## config.mk

```make
export PLATFORM = sky130hd
export DESIGN_NAME = t9990_blit_rect_seq
export DESIGN_NICKNAME = d
export VERILOG_FILES = /design/src/rtl/t9990_blit_rect_seq_pkg.sv /design/src/rtl/t9990_blit_step_ctr.sv /design/src/rtl/t9990_blit_rect_seq.sv
export SDC_FILE = /design/constraint.sdc
export NUM_CORES = 1
export LEC_CHECK = 0
export BUFFER_PORTS_ARGS = -buffer_cell sky130_fd_sc_hd__buf_2
export CAP_MARGIN = 25
export CORE_ASPECT_RATIO = 1.4
export CORE_MARGIN = 1.5
export CORE_UTILIZATION = 40
export CTS_BUF_LIST = sky130_fd_sc_hd__clkbuf_16
export DETAILED_ROUTE_END_ITERATION = 8
export PLACE_DENSITY = 0.7
export SYNTH_ARGS = -nofsm -noshare
export SYNTH_HDL_FRONTEND = slang
export SYNTH_SLANG_ARGS = --single-unit
```

## constraint.sdc

```tcl
create_clock -name CLK -period 4.4 [get_ports CLK]
set_input_delay 0.44 -clock CLK [delete_from_list [all_inputs] [get_ports CLK]]
set_output_delay 0.44 -clock CLK [all_outputs]
set_load 0.005 [all_outputs]
```

## src/rtl/t9990_blit_rect_seq_pkg.sv

```systemverilog
// Shared definitions for the T9990 blitter rectangle walker: default cursor widths
// and the sequencer state encoding.
package T9990_REG;

  localparam int XW_DEF = 11;
  localparam int YW_DEF = 12;

  typedef enum logic [2:0] {
    ST_IDLE = 3'd0,
    ST_LOAD = 3'd1,
    ST_CALC = 3'd2,
    ST_REQ  = 3'd3,
    ST_STEP = 3'd4,
    ST_FIN  = 3'd5
  } state_t;

endpackage

```

## src/rtl/t9990_blit_step_ctr.sv

```systemverilog
// Loadable pixel/line down-counter. One extra bit so a zero load means 2^W;
// last_o flags the final pixel/line (count == 1).
module t9990_blit_step_ctr #(
  parameter int W = 11
) (
  input  logic         clk_i,
  input  logic         rst_ni,
  input  logic         load_i,
  input  logic [W-1:0] load_val_i,
  input  logic         dec_i,
  output logic         last_o
);

  localparam logic [W:0] ONE = {{W{1'b0}}, 1'b1};

  logic [W:0] cnt_q, cnt_d;

  always_comb begin
    cnt_d = cnt_q;
    if (load_i)
      cnt_d = {~|load_val_i, load_val_i};
    else if (dec_i)
      cnt_d = cnt_q - ONE;
  end

  always_ff @(posedge clk_i or negedge rst_ni) begin
    if (!rst_ni) cnt_q <= '0;
    else         cnt_q <= cnt_d;
  end

  assign last_o = (cnt_q == ONE);

endmodule

```

## src/rtl/t9990_blit_rect_seq.sv

```systemverilog
// T9990 blitter rectangle walker: steps an (X,Y) cursor over an NX x NY area and
// handshakes one VRAM access per pixel with the arbiter.
module t9990_blit_rect_seq
  import T9990_REG::*;
#(
  parameter int XW = XW_DEF,
  parameter int YW = YW_DEF
) (
  input  logic          CLK,
  input  logic          RESET_n,
  input  logic          START,
  input  logic          STOP,
  input  logic [XW-1:0] DX,
  input  logic [YW-1:0] DY,
  input  logic [XW-1:0] NX,
  input  logic [YW-1:0] NY,
  input  logic          DIX,
  input  logic          DIY,
  output logic [XW-1:0] X,
  output logic [YW-1:0] Y,
  output logic          REQ,
  input  logic          ACK,
  output logic          BUSY,
  output logic          DONE
);

  localparam logic [XW-1:0] X_ONE = {{(XW-1){1'b0}}, 1'b1};
  localparam logic [YW-1:0] Y_ONE = {{(YW-1){1'b0}}, 1'b1};

  state_t        state_q, state_d;
  logic [XW-1:0] x_q, x_d, dx_q, dx_d, nx_q, nx_d;
  logic [YW-1:0] y_q, y_d;
  logic          dix_q, dix_d, diy_q, diy_d;
  logic          req_q, req_d, busy_q, busy_d;
  logic          cx_load, cx_dec, cx_last;
  logic          cy_load, cy_dec, cy_last;
  logic [XW-1:0] cx_ldval;

  always_comb begin
    state_d  = state_q;
    x_d      = x_q;
    y_d      = y_q;
    dx_d     = dx_q;
    nx_d     = nx_q;
    dix_d    = dix_q;
    diy_d    = diy_q;
    req_d    = req_q;
    busy_d   = busy_q;
    cx_load  = 1'b0;
    cx_dec   = 1'b0;
    cx_ldval = nx_q;
    cy_load  = 1'b0;
    cy_dec   = 1'b0;
    case (state_q)
      ST_IDLE: if (START && !STOP) begin
        x_d      = DX;
        y_d      = DY;
        dx_d     = DX;
        nx_d     = NX;
        dix_d    = DIX;
        diy_d    = DIY;
        cx_load  = 1'b1;
        cx_ldval = NX;
        cy_load  = 1'b1;
        busy_d   = 1'b1;
        state_d  = ST_LOAD;
      end
      ST_LOAD: state_d = ST_CALC;
      ST_CALC: begin
        req_d   = 1'b1;
        state_d = ST_REQ;
      end
      ST_REQ: if (ACK) begin
        req_d   = 1'b0;
        state_d = ST_STEP;
      end
      ST_STEP: begin
        if (!cx_last) begin
          x_d     = dix_q ? (x_q - X_ONE) : (x_q + X_ONE);
          cx_dec  = 1'b1;
          state_d = ST_CALC;
        end else if (!cy_last) begin
          // End of line: rewind X to the latched start and advance one line.
          x_d     = dx_q;
          cx_load = 1'b1;
          y_d     = diy_q ? (y_q - Y_ONE) : (y_q + Y_ONE);
          cy_dec  = 1'b1;
          state_d = ST_CALC;
        end else begin
          state_d = ST_FIN;
        end
      end
      ST_FIN: begin
        busy_d  = 1'b0;
        state_d = ST_IDLE;
      end
      default: state_d = ST_IDLE;
    endcase
    // Abort overrides everything; an access acked in the same cycle is already taken.
    if (STOP && state_q != ST_IDLE) begin
      state_d = ST_IDLE;
      req_d   = 1'b0;
      busy_d  = 1'b0;
      x_d     = x_q;
      y_d     = y_q;
      cx_load = 1'b0;
      cx_dec  = 1'b0;
      cy_dec  = 1'b0;
    end
  end

  always_ff @(posedge CLK or negedge RESET_n) begin
    if (!RESET_n) begin
      state_q <= ST_IDLE;
      x_q     <= '0;
      y_q     <= '0;
      dx_q    <= '0;
      nx_q    <= '0;
      dix_q   <= 1'b0;
      diy_q   <= 1'b0;
      req_q   <= 1'b0;
      busy_q  <= 1'b0;
    end else begin
      state_q <= state_d;
      x_q     <= x_d;
      y_q     <= y_d;
      dx_q    <= dx_d;
      nx_q    <= nx_d;
      dix_q   <= dix_d;
      diy_q   <= diy_d;
      req_q   <= req_d;
      busy_q  <= busy_d;
    end
  end

  t9990_blit_step_ctr #(.W(XW)) u_cx (
    .clk_i      (CLK),
    .rst_ni     (RESET_n),
    .load_i     (cx_load),
    .load_val_i (cx_ldval),
    .dec_i      (cx_dec),
    .last_o     (cx_last)
  );

  t9990_blit_step_ctr #(.W(YW)) u_cy (
    .clk_i      (CLK),
    .rst_ni     (RESET_n),
    .load_i     (cy_load),
    .load_val_i (NY),
    .dec_i      (cy_dec),
    .last_o     (cy_last)
  );

  assign X    = x_q;
  assign Y    = y_q;
  assign REQ  = req_q;
  assign BUSY = busy_q;
  assign DONE = (state_q == ST_FIN);

endmodule

```

==> results of run 1 <==
## power by group through the flow
stage	Sequential (W)	Combinational [W]	Clock, W
6_report	0.00125	0.00154	0.000720
5_1_grt	0.00129	0.00175	0.000769
4_1_cts	0.00124	0.00153	0.000735
3_5_place_dp	0.00125	0.00152	0
3_3_place_gp	0.00124	0.00147	0
2_1_floorplan	0.00120	0.00113	0
## layout make-up
class	count	area, um^2
multi-input combinational	463	2738
clock buffer	9	225.2
inverter	13	48.80
tap	147	183.9
timing repair buffer	85	467.9
clock inverter	7	58.81
fill	1112	6171
sequential	77	1927
## layout by cell type, fill, tap and decap left out, types with 7 or more instances in the layout
cell type  netlist  layout
xnor2_1          9       9
a21o_1          10      10
a21oi_1         47      47
nor4_1           9       9
dfrtp_1         77      77
a31oi_1          7       7
ha_1            23      23
nor2_1          46      46
o211ai_1        10      10
nand3_1         16      16
o21ai_0         53      53
clkbuf_16        0       9
buf_2            4      77
inv_1           13      15
nand2_1        118     118
nor3_1          16      16
## sequential cells by signal, indices dropped and copies added (netlist names), 3 cells and up
register    cells
X              11
Y              12
dx_q           11
nx_q           11
state_q         3
u_cx.cnt_q     12
u_cy.cnt_q     13
## worst register-to-register path: cells and delay by family (launching register included)
kind / cells / cell delay [ns]
DFF: 1 / 0.40
adders and majority gates: 1 / 0.15
buffers and inverters: 1 / 0.12
and+or+nand+nor: 3 / 1.05
AOI/OAI and AO/OA: 4 / 1.20
## per-stage QoR
step / power, W / hold WS, ns / util / worst slack, ns / instance area [um^2]
floorplan: 0.002329 / 0.1444 / - / 2.218 / 4838
global placement: 0.002707 / 0.4590 / 0.4507 / 1.538 / 5328
detailed placement: 0.002773 / 0.4622 / 0.4507 / 1.442 / 5328
CTS: 0.003514 / 0.2849 / 0.4748 / 1.421 / 5612
global route: 0.003806 / 0.3020 / 0.4779 / 1.137 / 5649
finish: 0.003509 / 0.2908 / 0.4779 / 1.400 / 5649
## routing by layer
layer | global-route usage | vias to the layer above
met5 | 0 | -
met3 | 0.03482 | 26
met4 | 0.07598 | 0
li1 | - | 2240
met1 | 0.2594 | 2170
met2 | 0.3670 | 122
## cells by family after synthesis
family                   share of synthesized area
AND/OR/NAND/NOR                             0.2397
AO/OA/AOI/OAI                               0.2229
flip-flops                                  0.3982
buffers and inverters                      0.03595
adder cells (fa/ha/maj)                    0.06775
XOR/XNOR                                   0.02715
multiplexers                              0.008275
## worst max-delay path by stage
stage / to
6_report: X[10]
5_1_grt: X[10]
4_1_cts: X[10]
3_5_place_dp: X[10]
3_3_place_gp: X[10]
2_1_floorplan: X[10]
==> impl_results.md, run 1 <==
* Setup Viol. Count Final at 0
* Kind of critical path: flop to flop
* Crit-path max FO at 23
* R2r endpoint: X[10]
* Seq pwr share at 0.356
* Layout cells sized above 1 at 0.1636
* Leak at between 2 and 3 nW
* Syn-to-layout area delta at 16.76%
* # clock sinks at 77
* Total CTS buffers at 9
* HP Start: DIX
* CP Capture Type: flop
* Hold Vio Cnt, Final at 0
* DRC viols at 0
* Crit-path cells: inv_1 -> ha_1 -> nor2b_1 -> and4_1 -> nor3_1 -> a21oi_2 -> a21oi_1 -> o2bb2ai_1 -> a31oi_1
* Routed Antenna Nets at 0
* RSZ-0062 raised after global routing: false
* Nets at about 730
* Postcts setup bufs at 0
* Hold depth at 3
* Worst Tran Pin Value at 0.9896 ns
* WHS Endpoint: dix_q
* Power Internal at between 0.002 and 0.0025 W
* Switch Pwr at 0.001420 W
* Vias at 4558
* Worst-path clk slew at 0.06 ns
* Initial DRC count at 280
* Root cell of the clock tree: clkbuf_16
* CP peak stage delay at roughly 0.76 ns
* Reg2reg start: u_cx.cnt_q[1]
* Primary FF master, synth: dfrtp_1
* Via-to-Cell Ratio at approximately 5.7
* Clk buf depth at 2
* Row cnt at 47
* Worst EP required at roughly 4.7 ns
* Gate Count Post-Synth at 580
* Avg WL per Cell at between 15 and 20 um
* IO buf count at 78
* Drt first pass iters at 6
* GP Congestion at 0.8683
* Largest net degree at the start of global routing at 78
* Initial Util at 0.4093
* DR WL met2 at ~6.6 mm
* Non-Filler Instances at approximately 800
* Period Utilization, post-route at 0.6817
* Post-Syn Area at around 0.0048 mm^2
* DR top layer: met4
* Post-synth ARST share at 1.000
* CP bufs+invs at 1
* First-pass GRT wire length at between 20 and 25 mm
* Critical path depth at 9
* Status: finished clean
* Die Area at 0.01277 mm^2
* Worst Setup SP: u_cx.cnt_q[1]
* Top Ports at a little under 80
* GR Util All Layers at 0.2118
* CTS tree: yes
* Worst EP arrival at 3.26 ns
* Slew Viols, Final at 0
* Initial antenna violation count at 0
* Slew margin rel. at 0.3403
* Worst r2r path cells at 9
* PwrDens at 621.2 mW/mm^2
* Slowest cell on crit path: a21oi_2
* Wl on met1 at ~5.4 mm
* Synth cell types at 69
* Remaining global-route overflow at 0
* #FFs+latches synth at 77
* Die H at around 130 um
* FMAX at ~0.33 GHz
* TNS Setup at 0 ns
* Tmin final at between 2 and 3 ns
* Layout Skew at between 0.006 and 0.007 ns
* Yosys top cell by area: dfrtp_1
* Syn Area/Cell at 8.342 um^2
* Hold_buf cts at 0
* Syn nets at about 660
* Drt total wl at between 10 and 15 mm
* Post-Place Cells at between 700 and 800
* Yosys top cell area share at 0.3982
* Count leader, synth: nand2_1
* Diodes inserted at 0
* Worst setup SP type: flop
* Maxcap violations at 0
* Switching Share at 0.4046
* Core footprint at about 0.012 mm^2
* Routed wl met3 at 599 um
* Resized Gates After CTS at 0
* Combinational share of power at 0.438
* Number of global-route vias before repair at 4368
* Synth area leaders: dfrtp_1 (40%), nand2_1 (9.2%), ha_1 (5.9%), o21ai_0 (5.5%), a21oi_1 (4.9%)
* Worst Hold Class: input pin to flop
* EDFF count, synth at 0
* Clk pwr share at 0.205
* Most instantiated cells after synthesis: nand2_1 (118), dfrtp_1 (77), o21ai_0 (53)
* Peak supply drop at roughly 0.22 mV
* R2R Setup Slk at around 1.4 ns
* Clock insertion delay at the later pin of the skew report at around 0.34 ns
* Delay-heaviest family, CP: compound AO/OA/AOI/OAI gates
* Yosys warning count at 0
* Sequential area share after synthesis at 0.3982
* H-tree levels at 3
* DIE WIDTH at between 90 and 100 um
* HPWL after DPL at a little over 9 mm
No activity file was read; power rests on OpenSTA's default activity.
==> run 2: changes to the inputs <==
- clock period: 4.4 -> 2.8 ns (I/O delays scaled with it)
==> run 2 against run 1 <==
Net effect: core utilization up 0.40 points; first-iteration DRC count increased by 14%; critical path type unchanged; total power rose by 56%; clock power rose by 43%; register-to-register slack worse by 1.1 ns; largest power group unchanged; largest cell class unchanged; combinational power rose by 61%; setup slack worse by 1.1 ns; non-clock buffer count is 8 higher.
==> impl_results.md, run 2 (synthesis results as in run 1) <==
* Slew Viols, Final at 0
* Combinational share of power at 0.453
* Power Internal at approximately 0.0032 W
* Clk pwr share at 0.189
* Peak supply drop at ~0.36 mV
* R2r endpoint: u_cx.cnt_q[2]
* DIE WIDTH at around 96 um
* Largest net degree at the start of global routing at slightly below 80
* R2R Setup Slk at around 0.32 ns
* Clock insertion delay at the later pin of the skew report at around 0.33 ns
* Routed wl met3 at 614 um
* Syn-to-layout area delta at 17.74%
* HP Start: DIX
* Via-to-Cell Ratio at approximately 5.7
* Initial antenna violation count at 0
* Filler cells at 1158
* Worst Hold Class: input pin to flop
* RSZ-0062 raised after global routing: false
* Hold Slack at about 0.14 ns
* Nets at approximately 740
* Number of global-route vias before repair at 4437
* Layout cells sized above 1 at 0.1737
* Largest reg by FF count: u_cy.cnt_q
* Hold depth at 3
* Wl on met1 at between 5 and 6 mm
* HPWL after DPL at slightly above 9 mm
* Tot Pwr at between 0.005 and 0.006 W
* Remaining global-route overflow at 0
* CP peak stage delay at ~0.50 ns
* Vias at roughly 4600
* Tmin final at around 2.5 ns
* # clock sinks at between 70 and 80
* FMAX at between 0.4 and 0.5 GHz
* Die H at roughly 130 um
* Slowest cell on crit path: or4b_1
* Core footprint at 0.01182 mm^2
* Switching Share at 0.4109
* Setup Viol. Count Final at 0
* Drt first pass iters at 4
* Switch Pwr at approximately 0.0022 W
* Avg WL per Cell at roughly 16 um
* First-pass GRT wire length at around 21 mm
* CTS tree: yes
* Die Area at roughly 0.013 mm^2
* CP Capture Type: flop
* Worst EP arrival at about 2.7 ns
* TNS Setup at 0 ns
* GR Util All Layers at 0.2087
* Crit-path cells: inv_1 -> ha_1 -> or4b_1 -> nor4_4 -> o21ai_2 -> nand2_2 -> nand2_1 -> o21ai_0 -> a221o_1
* Kind of critical path: flop to flop
* Worst r2r path cells at 9
* Final Util at 0.4820
* Leak at about 2.6 nW
* Status: finished clean
* Postcts setup bufs at 0
* Row cnt at between 40 and 50
* Leading cell type in the layout, fill and taps excluded: nand2_1
* GP Congestion at 0.8653
* Maxcap violations at 0
* DR WL met2 at approximately 6.5 mm
* DRC viols at 0
* Max reg flops at 13
* Worst EP required at around 3.1 ns
* Final instance area at about 0.0057 mm^2
* Reg2reg start: u_cy.cnt_q[1]
* Initial DRC count at about 320
* Crit-path max FO at 11
* Slew margin rel. at 0.5304
* Initial Util at 0.4093
* WHS Endpoint: dix_q
* Layout Skew at between 0.009 and 0.01 ns
* Drt total wl at roughly 13 mm
* Area post-placement at 0.005400 mm^2
* Hold Vio Cnt, Final at 0
* Most frequent cells in the layout: nand2_1 (118), dfrtp_1 (77), buf_2 (77), o21ai_0 (53), a21oi_1 (47)
* DR top layer: met4
* Worst-path clk slew at about 0.060 ns
* H-tree levels at 3
* Worst Tran Pin Value at ~0.7 ns
* Seq pwr share at 0.357
* IO buf count at 78
* Root cell of the clock tree: clkbuf_16
* Diodes inserted at 0
* Total CTS buffers at 9
* Clk buf depth at 2
* Top Ports at 79
* PwrDens at about 960 mW/mm^2
* Period Utilization, post-route at 0.8848
* Worst setup SP type: flop
* Routed Antenna Nets at 0
==> run 2: worst max path at each step <==
stage / from / to / cells after the start
final: u_cy.cnt_q[1] / u_cx.cnt_q[2] / 9
after global routing: dix_q / X[7] / 8
after global placement: u_cy.cnt_q[1] / X[10] / 9
after CTS: u_cy.cnt_q[1] / X[10] / 9
after floorplan: dix_q / X[10] / 8
after detailed placement: dix_q / X[10] / 8
==> run 2: routing by layer <==
metal,GRT usage,up-vias
met4,0.06536,0
met5,0,-
li1,-,2250
met2,0.3545,130
met3,0.04566,21
met1,0.2595,2227
==> run 2: final cells by class <==
cell class / instances / area, um^2 / share of cell area
Clock buffer: 9 / 225.2 / 0.03953
Clock inverter: 7 / 33.78 / 0.005930
Inverter: 13 / 48.80 / 0.008566
Multi-Input combinational cell: 463 / 2738 / 0.4806
Sequential cell: 77 / 1927 / 0.3382
Tap cell: 147 / 183.9 / 0.03229
Timing Repair Buffer: 93 / 540.5 / 0.09488
==> run 2: worst max-delay path, delay by kind of cell (launching register included) <==
| kind | cells | cell delay (ns) |
|---|---|---|
| flip-flops | 1 | 0.40 |
| AO/OA/AOI/OAI | 3 | 0.45 |
| adder cells (fa/ha/maj) | 1 | 0.18 |
| buffers and inverters | 1 | 0.11 |
| AND/OR/NAND/NOR | 4 | 1.26 |
==> run 2: power by group through the flow <==
| stage | clock network (W) | logic (W) | registers [W] |
|---|---|---|---|
| finish | 0.00103 | 0.00248 | 0.00195 |
| global route | 0.00110 | 0.00280 | 0.00201 |
| CTS | 0.00105 | 0.00246 | 0.00194 |
| detailed placement | 0 | 0.00244 | 0.00195 |
| global placement | 0 | 0.00234 | 0.00194 |
| floorplan | 0 | 0.00178 | 0.00188 |
==> run 2: per-stage QoR <==
step / setup WS, ns / instances
finish: 0.3226 / 809
global route: 0.04683 / 809
CTS: 0.3274 / 807
detailed placement: 0.3734 / 791
global placement: 0.4458 / 791
floorplan: 0.6184 / 580
==> run 2: what timing repair did <==
| action | in CTS | in global routing |
|---|---|---|
| hold buffers | 0 | 1 |
| endpoints found under the hold margin | 0 | 7 |
| gates resized for setup | 0 | 0 |
==> run 3: changes to the inputs <==
- BUFFER_PORTS_ARGS: -buffer_cell sky130_fd_sc_hd__buf_2 -> default
- DONT_BUFFER_PORTS: default -> 1
- PLACE_DENSITY: 0.7 -> 0.64
- REMOVE_ABC_BUFFERS: default -> 1
==> run 3 against run 2 <==
Net effect: final cell count fell by 8.9%; sequential power rose by 3%; highest routed layer unchanged; largest cell class unchanged; final area fell by 5.4%; clock skew barely moved; largest power group unchanged; wire length rose by 2.3%; via count fell by 7.5%.
==> impl_results.md, run 3 (synthesis results as in run 1) <==
* Status: finished clean
* Routed Antenna Nets at 0
* Peak supply drop at between 0.4 and 0.5 mV
* Hold Vio Cnt, Final at 0
* Total CTS buffers at 9
* CTS tree: yes
* Switch Pwr at ~0.0022 W
* Worst-path clk slew at about 0.06 ns
* Hold depth at 2
* Worst EP required at 3.04 ns
* Worst Tran Pin Value at 0.5077 ns
* Filler cells at 1154
* Largest net degree at the start of global routing at 78
* Area post-placement at between 0.005 and 0.006 mm^2
* DIE WIDTH at roughly 96 um
* Initial Util at 0.4093
* Hold Slack at 0.04565 ns
* Top Ports at 79
* Core footprint at between 0.01 and 0.015 mm^2
* Largest reg by FF count: u_cy.cnt_q
* R2R Setup Slk at 0.28 ns
* Initial antenna violation count at 0
* Vias at around 4300
* GR Util All Layers at 0.2155
* Diodes inserted at 0
* Worst setup SP type: flop
* Number of global-route vias before repair at roughly 4400
* Initial DRC count at around 250
* Register Area at 0.001928 mm^2
* Die Area at around 0.013 mm^2
* Crit-path cells: inv_1 -> ha_1 -> or4b_1 -> nor4_4 -> o21ai_2 -> a21oi_2 -> buf_4 -> nand2_1 -> o41ai_1
* IO buf count at 0
* FMAX at roughly 0.4 GHz
* WHS Endpoint: dx_q[8]
* Post-Place Cells at between 700 and 800
* Worst Hold Class: input pin to flop
* Clk buf depth at 2
* Switching Share at 0.4029
* R2r endpoint: X[9]
* Row cnt at between 40 and 50
* H-tree levels at 3
* Leak at about 2.4 nW
* Nets at between 600 and 700
* RSZ-0062 raised after global routing: false
* # clock sinks at just under 80
* Via-to-Cell Ratio at just under 6
* Worst r2r path cells at 9
* Area taken by multi-input logic gates at ~0.0027 mm^2
* Leading cell type in the layout, fill and taps excluded: nand2_1
* Maxcap violations at 0
* GP Congestion at just under 0.9
* Final Util at 0.4558
* Slowest cell on crit path: or4b_1
* PwrDens at just over 1000 mW/mm^2
* CP peak stage delay at approximately 0.48 ns
* Kind of critical path: flop to flop
* Most frequent cells in the layout: nand2_1 (118), dfrtp_1 (76), o21ai_0 (53), a21oi_1 (47), nor2_1 (46)
* Crit-path max FO at 12
* Root cell of the clock tree: clkbuf_16
* Reg2reg start: u_cy.cnt_q[1]
* Die H at 133.1 um
* Setup Viol. Count Final at 0
* HPWL after DPL at around 9.4 mm
* Layout Skew at approximately 0.0087 ns
* Tmin final at 2.521 ns
* Slew margin rel. at 0.6528
* Clk pwr share at 0.225
* Final instance area at 0.005388 mm^2
* Period Utilization, post-route at 0.9004
* First-pass GRT wire length at ~21 mm
* HP Start: DX[8]
* Combinational share of power at 0.408
* Drt total wl at between 10 and 15 mm
* Seq pwr share at 0.368
* Postcts setup bufs at 0
* Layout cells sized above 1 at 0.07288
* Max reg flops at 13
* Remaining global-route overflow at 0
* CP Capture Type: flop
* TNS Setup at 0 ns
* Drt first pass iters at 4
* DRC viols at 0
* Non-Filler Instances at 737
* Clock insertion delay at the later pin of the skew report at 0.34 ns
* Worst EP arrival at between 2 and 3 ns
* Slew Viols, Final at 0
* Power Internal at ~0.0033 W
* Syn-to-layout area delta at 11.35%
* Avg WL per Cell at between 15 and 20 um
-- run 3: changes by cell type in the layout (fill, tap and decap cells not counted) --
cell	delta
buf_2	-77
buf_4	+5
bufinv_16	+2
buf_12	-1
clkinv_2	-1
clkinvlp_4	-1
dfrtp_1	-1
dfrtp_2	+1
dlygate4sd3_1	+1
-- run 3: per-layer routing --
layer	vias up	GRT usage	wire length, um
met5	-	0	0
li1	2102	-	-
met3	30	0.05365	787
met4	0	0.1046	421
met1	2038	0.2530	5238
met2	112	0.3595	6628
-- run 3: power by group through the flow --
stage | Clock [W] | Combinational, W | Sequential, W
after floorplan | 0 | 0.00176 | 0.00188
after global placement | 0 | 0.00208 | 0.00200
after detailed placement | 0 | 0.00217 | 0.00203
after CTS | 0.00126 | 0.00222 | 0.00201
after global routing | 0.00130 | 0.00254 | 0.00208
final | 0.00123 | 0.00223 | 0.00201
-- run 3: per-stage QoR --
stage               setup slack (ns)  total power (W)
global placement              0.3243         0.004079
detailed placement            0.2547         0.004199
floorplan                   -0.02843         0.003643
finish                        0.2790         0.005465
CTS                           0.2397         0.005492
global route                 0.07559         0.005914
-- run 3: critical path, delay by kind of cell (launching register included) --
kind,cells,cell delay [ns]
and+or+nand+nor,3,0.84
AOI/OAI and AO/OA,3,0.66
DFF,1,0.40
buffers and inverters,2,0.38
adders and majority gates,1,0.13
-- run 3: how the worst max path moves through the flow --
stage	start	to
global placement	u_cy.cnt_q[1]	X[9]
floorplan	state_q[1]	Y[11]
finish	u_cy.cnt_q[1]	X[9]
detailed placement	u_cy.cnt_q[1]	X[1]
global route	u_cy.cnt_q[1]	X[9]
CTS	u_cy.cnt_q[1]	X[9]
-- run 3: area by class of cell --
cell class,count,area share
Inverter,13,0.009057
Clock buffer,9,0.04180
Tap cell,147,0.03414
Sequential cell,77,0.3579
Multi-Input combinational cell,463,0.5081
Timing Repair Buffer,21,0.03391
Clock inverter,7,0.01510
-- run 3: what timing repair did --
item | 4_1_cts | 5_1_grt
hold buffers | 3 | 0
endpoints found under the hold margin | 79 | 0
setup endpoints to repair | 0 | 1
resized for setup | 0 | 1
